## config.mk

```make
export PLATFORM = sky130hd
export DESIGN_NAME = rle_param
export DESIGN_NICKNAME = d
export VERILOG_FILES = /design/src/rtl/rle_param.sv
export SDC_FILE = /design/constraint.sdc
export NUM_CORES = 1
export LEC_CHECK = 0
export CORE_AREA = 3 3 171 173
export DETAILED_ROUTE_END_ITERATION = 12
export DIE_AREA = 0 0 174 176
export GPL_ROUTABILITY_DRIVEN = 0
export PLACE_DENSITY = 0.62
export SLEW_MARGIN = 25
export SYNTH_ARGS = -nofsm -noshare
export SYNTH_HDL_FRONTEND = slang
export SYNTH_SLANG_ARGS = --single-unit
export TNS_END_PERCENT = 100
```

## constraint.sdc

```tcl
create_clock -name clk -period 5.8 [get_ports clk]
set_input_delay 0.87 -clock clk [delete_from_list [all_inputs] [get_ports clk]]
set_output_delay 0.87 -clock clk [all_outputs]
set_load 0.005 [all_outputs]
```

## src/rtl/rle_param.sv

```systemverilog
// Run-length compressor: reads plaintext words from a single-port SRAM and
// writes (symbol, count) byte pairs back to it, packed four bytes per word.
//
// state   | meaning
// IDLE    | waiting for start
// RD_REQ  | read address presented on port A
// RD_WAIT | SRAM read latency
// SCAN    | one input byte per cycle
// WRITE   | one output word, port_A_we high
// FLUSH   | close the open pair, emit the final word
// DONE    | result valid, held until next start

module rle_param #(
  parameter int ADDR_W    = 16,
  parameter int MAX_RUN   = 255,
  parameter bit MSB_FIRST = 1'b1
) (
  input  logic              clk,
  input  logic              reset,
  input  logic              start,
  input  logic [31:0]       message_addr,
  input  logic [31:0]       message_size,
  input  logic [31:0]       rle_addr,
  output logic [31:0]       rle_size,
  output logic              done,
  output logic              busy,
  output logic              port_A_clk,
  output logic [ADDR_W-1:0] port_A_addr,
  output logic [31:0]       port_A_data_in,
  input  logic [31:0]       port_A_data_out,
  output logic              port_A_we
);

  typedef enum logic [2:0] {
    S_IDLE, S_RD_REQ, S_RD_WAIT, S_SCAN, S_WRITE, S_FLUSH, S_DONE
  } state_t;

  localparam logic [7:0] MAX_CNT = 8'(MAX_RUN);

  state_t            state_q, state_d;
  logic [31:0]       rd_ptr_q, rd_ptr_d;
  logic [31:0]       wr_ptr_q, wr_ptr_d;
  logic [31:0]       remain_q, remain_d;
  logic [31:0]       word_q, word_d;
  logic [1:0]        idx_q, idx_d;
  logic [7:0]        sym_q, sym_d;
  logic [7:0]        cnt_q, cnt_d;
  logic [31:0]       obuf_q, obuf_d;
  logic              half_q, half_d;
  logic              last_q, last_d;
  logic [31:0]       size_q, size_d;
  logic [ADDR_W-1:0] addr_q, addr_d;
  logic [31:0]       wdata_q, wdata_d;

  logic              accept;
  logic              run_ext;
  logic              close_scan;
  logic [7:0]        cur_byte;
  logic [31:0]       pair_word;

  // Pairs are two bytes and words four, so the output buffer is always empty
  // or exactly half full; half_q selects which half the next pair lands in.
  function automatic logic [31:0] place_pair(input logic [7:0] s,
                                             input logic [7:0] c,
                                             input logic       h);
    if (MSB_FIRST) return h ? {16'h0000, s, c} : {s, c, 16'h0000};
    else           return h ? {c, s, 16'h0000} : {16'h0000, c, s};
  endfunction

  always_comb begin
    cur_byte = 8'h00;
    if (MSB_FIRST) begin
      case (idx_q)
        2'd0:    cur_byte = word_q[31:24];
        2'd1:    cur_byte = word_q[23:16];
        2'd2:    cur_byte = word_q[15:8];
        default: cur_byte = word_q[7:0];
      endcase
    end else begin
      case (idx_q)
        2'd0:    cur_byte = word_q[7:0];
        2'd1:    cur_byte = word_q[15:8];
        2'd2:    cur_byte = word_q[23:16];
        default: cur_byte = word_q[31:24];
      endcase
    end
  end

  assign accept     = start && (state_q == S_IDLE || state_q == S_DONE);
  assign run_ext    = (cur_byte == sym_q) && (cnt_q < MAX_CNT);
  assign close_scan = (state_q == S_SCAN) && (cnt_q != 8'd0) && !run_ext;
  assign pair_word  = obuf_q | place_pair(sym_q, cnt_q, half_q);

  always_ff @(posedge clk) begin
    if (reset) state_q <= S_IDLE;
    else       state_q <= state_d;
  end

  always_comb begin
    state_d = state_q;
    case (state_q)
      S_IDLE, S_DONE: begin
        if (accept) state_d = (message_size == 32'd0) ? S_DONE : S_RD_REQ;
      end
      S_RD_REQ:  state_d = S_RD_WAIT;
      S_RD_WAIT: state_d = S_SCAN;
      S_SCAN: begin
        if (close_scan && half_q)     state_d = S_WRITE;
        else if (remain_q == 32'd1)   state_d = S_FLUSH;
        else if (idx_q == 2'd3)       state_d = S_RD_REQ;
        else                          state_d = S_SCAN;
      end
      S_WRITE: begin
        if (last_q)                   state_d = S_DONE;
        else if (remain_q == 32'd0)   state_d = S_FLUSH;
        else if (idx_q == 2'd0)       state_d = S_RD_REQ;
        else                          state_d = S_SCAN;
      end
      S_FLUSH: state_d = (cnt_q != 8'd0 || half_q) ? S_WRITE : S_DONE;
      default: state_d = S_IDLE;
    endcase
  end

  always_comb begin
    port_A_we = (state_q == S_WRITE);
    busy      = (state_q != S_IDLE) && (state_q != S_DONE);
    done      = (state_q == S_DONE);
  end

  assign port_A_clk     = clk;
  assign port_A_addr    = addr_q;
  assign port_A_data_in = wdata_q;
  assign rle_size       = size_q;

  always_comb begin
    rd_ptr_d = rd_ptr_q;
    wr_ptr_d = wr_ptr_q;
    remain_d = remain_q;
    word_d   = word_q;
    idx_d    = idx_q;
    sym_d    = sym_q;
    cnt_d    = cnt_q;
    obuf_d   = obuf_q;
    half_d   = half_q;
    last_d   = last_q;
    size_d   = size_q;
    addr_d   = addr_q;
    wdata_d  = wdata_q;
    case (state_q)
      S_IDLE, S_DONE: begin
        if (accept) begin
          rd_ptr_d = message_addr;
          wr_ptr_d = rle_addr;
          remain_d = message_size;
          idx_d    = 2'd0;
          sym_d    = 8'h00;
          cnt_d    = 8'd0;
          obuf_d   = 32'h0;
          half_d   = 1'b0;
          last_d   = 1'b0;
          size_d   = 32'd0;
          addr_d   = message_addr[ADDR_W-1:0];
        end
      end
      S_RD_REQ:  rd_ptr_d = rd_ptr_q + 32'd4;
      S_RD_WAIT: word_d   = port_A_data_out;
      S_SCAN: begin
        remain_d = remain_q - 32'd1;
        idx_d    = idx_q + 2'd1;
        if (cnt_q == 8'd0 || close_scan) begin
          sym_d = cur_byte;
          cnt_d = 8'd1;
        end else begin
          cnt_d = cnt_q + 8'd1;
        end
        if (close_scan) begin
          size_d = size_q + 32'd2;
          if (half_q) begin
            addr_d   = wr_ptr_q[ADDR_W-1:0];
            wdata_d  = pair_word;
            wr_ptr_d = wr_ptr_q + 32'd4;
            obuf_d   = 32'h0;
            half_d   = 1'b0;
          end else begin
            obuf_d = pair_word;
            half_d = 1'b1;
          end
        end
        if (state_d == S_RD_REQ) addr_d = rd_ptr_q[ADDR_W-1:0];
      end
      S_WRITE: begin
        if (state_d == S_RD_REQ) addr_d = rd_ptr_q[ADDR_W-1:0];
      end
      S_FLUSH: begin
        if (cnt_q != 8'd0) begin
          size_d  = size_q + 32'd2;
          cnt_d   = 8'd0;
          wdata_d = pair_word;
        end else begin
          wdata_d = obuf_q;
        end
        if (cnt_q != 8'd0 || half_q) begin
          addr_d   = wr_ptr_q[ADDR_W-1:0];
          wr_ptr_d = wr_ptr_q + 32'd4;
          obuf_d   = 32'h0;
          half_d   = 1'b0;
          last_d   = 1'b1;
        end
      end
      default: ;
    endcase
  end

  always_ff @(posedge clk) begin
    if (reset) begin
      rd_ptr_q <= 32'h0;
      wr_ptr_q <= 32'h0;
      remain_q <= 32'h0;
      word_q   <= 32'h0;
      idx_q    <= 2'd0;
      sym_q    <= 8'h00;
      cnt_q    <= 8'd0;
      obuf_q   <= 32'h0;
      half_q   <= 1'b0;
      last_q   <= 1'b0;
      size_q   <= 32'd0;
      addr_q   <= '0;
      wdata_q  <= 32'h0;
    end else begin
      rd_ptr_q <= rd_ptr_d;
      wr_ptr_q <= wr_ptr_d;
      remain_q <= remain_d;
      word_q   <= word_d;
      idx_q    <= idx_d;
      sym_q    <= sym_d;
      cnt_q    <= cnt_d;
      obuf_q   <= obuf_d;
      half_q   <= half_d;
      last_q   <= last_d;
      size_q   <= size_d;
      addr_q   <= addr_d;
      wdata_q  <= wdata_d;
    end
  end

endmodule
```

# Yosys cells after proc, flatten, opt, wreduce, memory -nomap -nowiden
# Cells that the tools add are included.
totals:
  regBits: 263
  output_inout_bits: 84
  word_cells: 133
classes:
  add_sub_neg: 6
  magnitude_cmp: 1
  eq_ne: 22
  mux: 55
  n_bitwise: 1
  reduce_logical: 34
op_table:
  columns: ["cell", "n"]
  rows:
  - ["$mux W32", 16]
  - ["$pmux W32 S3", 3]
  - ["$pmux W32 S2", 3]
  - ["$mux W16", 6]
  - ["$add A32 B3 Y32 const B", 2]
  - ["$logic_not A32 Y1", 2]
  - ["$pmux W16 S4", 1]
  - ["$pmux W8 S3", 2]
  - ["$add A32 B2 Y32 const B", 1]
  - ["$eq A32 B1 Y1 const B", 1]
  - ["$mux W8", 4]
  - ["$or A32 B32 Y32", 1]
  - ["$sub A32 B1 Y32 const B", 1]
  - ["$mux W3", 6]
  - ["$pmux W3 S6", 1]
  - ["$pmux W8 S2", 1]
  - ["$reduce_and A3 Y1", 4]
  - ["$ne A2 B2 Y1 const B", 5]
  - ["$eq A3 B3 Y1 const B", 3]
  - ["$add A8 B1 Y8 const B", 1]
  - ["$eq A8 B8 Y1", 1]
  - ["$logic_not A8 Y1", 1]
  - ["$lt A8 B8 Y1 const B", 1]
  - ["$mux W2", 4]
  - ["other kinds (26)", 48]

# Depth between registers and ports, before layout
depth:
  ltp_word: 12
  depth_mapped: 14

==> run_results.csv <==
group,metric,value,unit
job,max-cap-violations,0,
die,fp.coreArea,27800,µm²
cts,number_of_instances_resized_during_post_cts_repair,0,
timing,final-hold-violation-count,0,
synth,syn-cell-area,11000,µm²
cells_and_area,mostFrequentLayoutCell,"dfxtp_1",
drt,vias,10900,
power,vdd_ir_drop_max,0.257,mV
global_route,grt_pass1_vias,10200,
run_status,outcome,"finished, final reports clean",
cts,worst_setup_hold_path_clk_slew,0.06,ns
global_route,grt_antenna_before_repair,1,
placed_design,post-place-ws,1.62,ns
timing,clock-skew-final,0.0153,ns
synth,synth.lib_cells_used.distinct,64,
drt,remaining_drc_errors,0,
synth,synth.net_count,1558,
drt,routed_via_density,5.62,
critical_path,startpoint_type,"clock port",
cells_and_area,antenna_cells,0,
drt,met1_wire_length,15200,µm
timing,timing.final.ws_setup,1.35,ns
timing,report.final.setup_viol,0,
cells_and_area,design.final.nets,1689,
critical_path,worstPathMaxFanout,2,
power,fin_total_pwr,4.44,mW
timing,finalSetupTns,0,ns
timing,tightest_hold_margin,0.455,ns
critical_path,arrival,3.58,ns
placed_design,dp_hpwl,22900,µm
cells_and_area,layout.cells.most_common_list,"dfxtp_1 (229), a21oi_1 (221), clkdlybuf4s50_1 (180)",
critical_path,worst-endpoint-required,4.93,ns
drt,route.met3.wl,2020,µm
drt,routed_wl,33000,µm
timing,max_slew.worst_pin.slew,1.05,ns
cells_and_area,layout-drive-gt1-share,0.0619,
cts,cts_tree,"built",
global_route,global_route.overflow_total,0,
timing,final-max-slew-violation-count,0,
synth,synth_enable_flop_cells,0,
drt,drt_pass1_iterations,5,
critical_path,worstSetupEndpointType,"output pin",
critical_path,path_class,"clock port to output pin",
power,power_density,314,nW/µm²
min_path,classification_of_the_worst_slack_hold_path,"register to register",
timing,grt_setup_unrepaired,"no",
cts,postCtsSetupRepairBufs,0,
synth,post_synth_inst_count,1416,
cts,cts.hold.buffers_added,0,
global_route,grt_first_pass_wirelength,53500,µm
synth,asyncSetResetFlopFracSynth,0,
power,leakagePower,4.74,nW
drt,route.antenna.remaining_nets,0,
placed_design,numPortBuffers,181,
global_route,grt_max_degree,85,
cells_and_area,area_growth,28.0,%
synth,flip_flop_and_latch_count_after_synthesis,230,
placed_design,place_inst,1893,
die,chipWidth,174,µm
cells_and_area,layout.filler_cells,2741,
die,dieHeight,176,µm
synth,syn_area_per_cell,7.80,µm²
drt,detailedRoute.firstIterationViolations,859,
die,design.die.area,30600,µm²
synth,synth_ff_type,"dfxtp_1",
drt,met2_wirelength,15100,µm
drt,post_drt_wl_per_cell,17.0,µm
synth,synth-seq-area-share,0.417,
die,placementRows,61,
timing,maxSlewHeadroom,0.297,
die,start_util,0.397,
cts,insertion_delay,0.65,ns
global_route,groute.usage.overall,0.208,
synth,yosysWarningCount,0,
die,ios,215,
drt,routed.top_layer,"met5",
cells_and_area,final-instance-count-excl-fill,1946,
==> through the flow <==
stage | area [µm²] | utilization
global placement | 13100 | 0.472
CTS | 14100 | 0.509
global route | 14100 | 0.509
floorplan | 11000 | -
finish | 14100 | 0.509
detailed placement | 13100 | 0.472
==> path summary, 6_finish.rpt <==
kind	from	end	slack [ns]	depth (start not counted)
setup reg to reg	idx_q[0]	port_A_addr[7]	1.93	11
setup / recovery	clk	port_A_clk	1.35	3
hold reg to reg	word_q[1]	word_q[1]	0.45	2
hold / removal	word_q[1]	word_q[1]	0.45	2
==> synthesized netlist by cell type, types with 10 or more instances <==
cell type | n | area [µm²]
dfxtp_1 | 230 | 4600
a21oi_1 | 221 | 1110
nand2_1 | 164 | 616
nor2_1 | 157 | 589
clkbuf_1 | 92 | 345
o21ai_0 | 57 | 285
nand3_1 | 51 | 255
a211oi_1 | 41 | 308
inv_1 | 37 | 139
nor3_1 | 32 | 160
nor4_1 | 31 | 194
or3_1 | 25 | 156
and3_1 | 23 | 144
xnor2_1 | 23 | 201
a221oi_1 | 20 | 175
nand4_1 | 17 | 106
a32o_1 | 15 | 150
nor3b_1 | 15 | 113
o211ai_1 | 12 | 90.1
ha_1 | 11 | 138
a31oi_1 | 10 | 62.6
mux2i_1 | 10 | 100
==> routing by layer <==
metal	track usage	vias to the layer above
met5	0	-
met4	0.0576	2
met3	0.0351	43
met2	0.333	313
met1	0.290	5166
li1	-	5419
==> area by class of cell <==
| class | instances | area (µm²) | area share |
|---|---|---|---|
| clock inverter | 12 | 168 | 0.0119 |
| timing repair buffer | 203 | 1970 | 0.140 |
| tap | 378 | 473 | 0.0335 |
| clock buffer | 42 | 872 | 0.0617 |
| inverter | 38 | 143 | 0.0101 |
| sequential | 230 | 4610 | 0.326 |
| multi-input combinational | 1043 | 5900 | 0.417 |
==> power breakdown <==
part           internal (mW)  leakage, nW  switching (mW)  total (mW)
Clock                   1.22        0.518           0.697        1.92
Sequential              1.68         1.87          0.0925        1.77
Combinational          0.297         2.36           0.458       0.755
Total                   3.19         4.74            1.25        4.44
==> worst max-delay path, cell delays in order <==
cell and delay, ns:
clkbuf_16 0.12, clkbuf_16 0.13, clkdlybuf4s50_1 0.44
==> kinds of logic after synthesis <==
family	count (synthesis)	share of synthesized area
AOI/OAI and AO/OA	432	0.241
xor gates and xnor gates	32	0.0254
adders and majority gates	11	0.0125
buffers and inverters	143	0.0510
DFF	230	0.417
muxes	10	0.00907
other	1	0.000340
and+or+nand+nor	557	0.244
==> registers in the layout (all words and copies together), names as in the netlist <==
| register | count |
|---|---|
| idx_q | 2 |
| wr_ptr_q | 16 |
| obuf_q | 32 |
| state_q | 3 |
| remain_q | 32 |
| word_q | 32 |
| rd_ptr_q | 16 |
| cnt_q | 8 |
| last_q | 1 |
| half_q | 1 |
| port_A_addr | 16 |
| sym_q | 8 |
| port_A_data_in | 32 |
| rle_size | 31 |
Power figures use the tool's default switching activity.
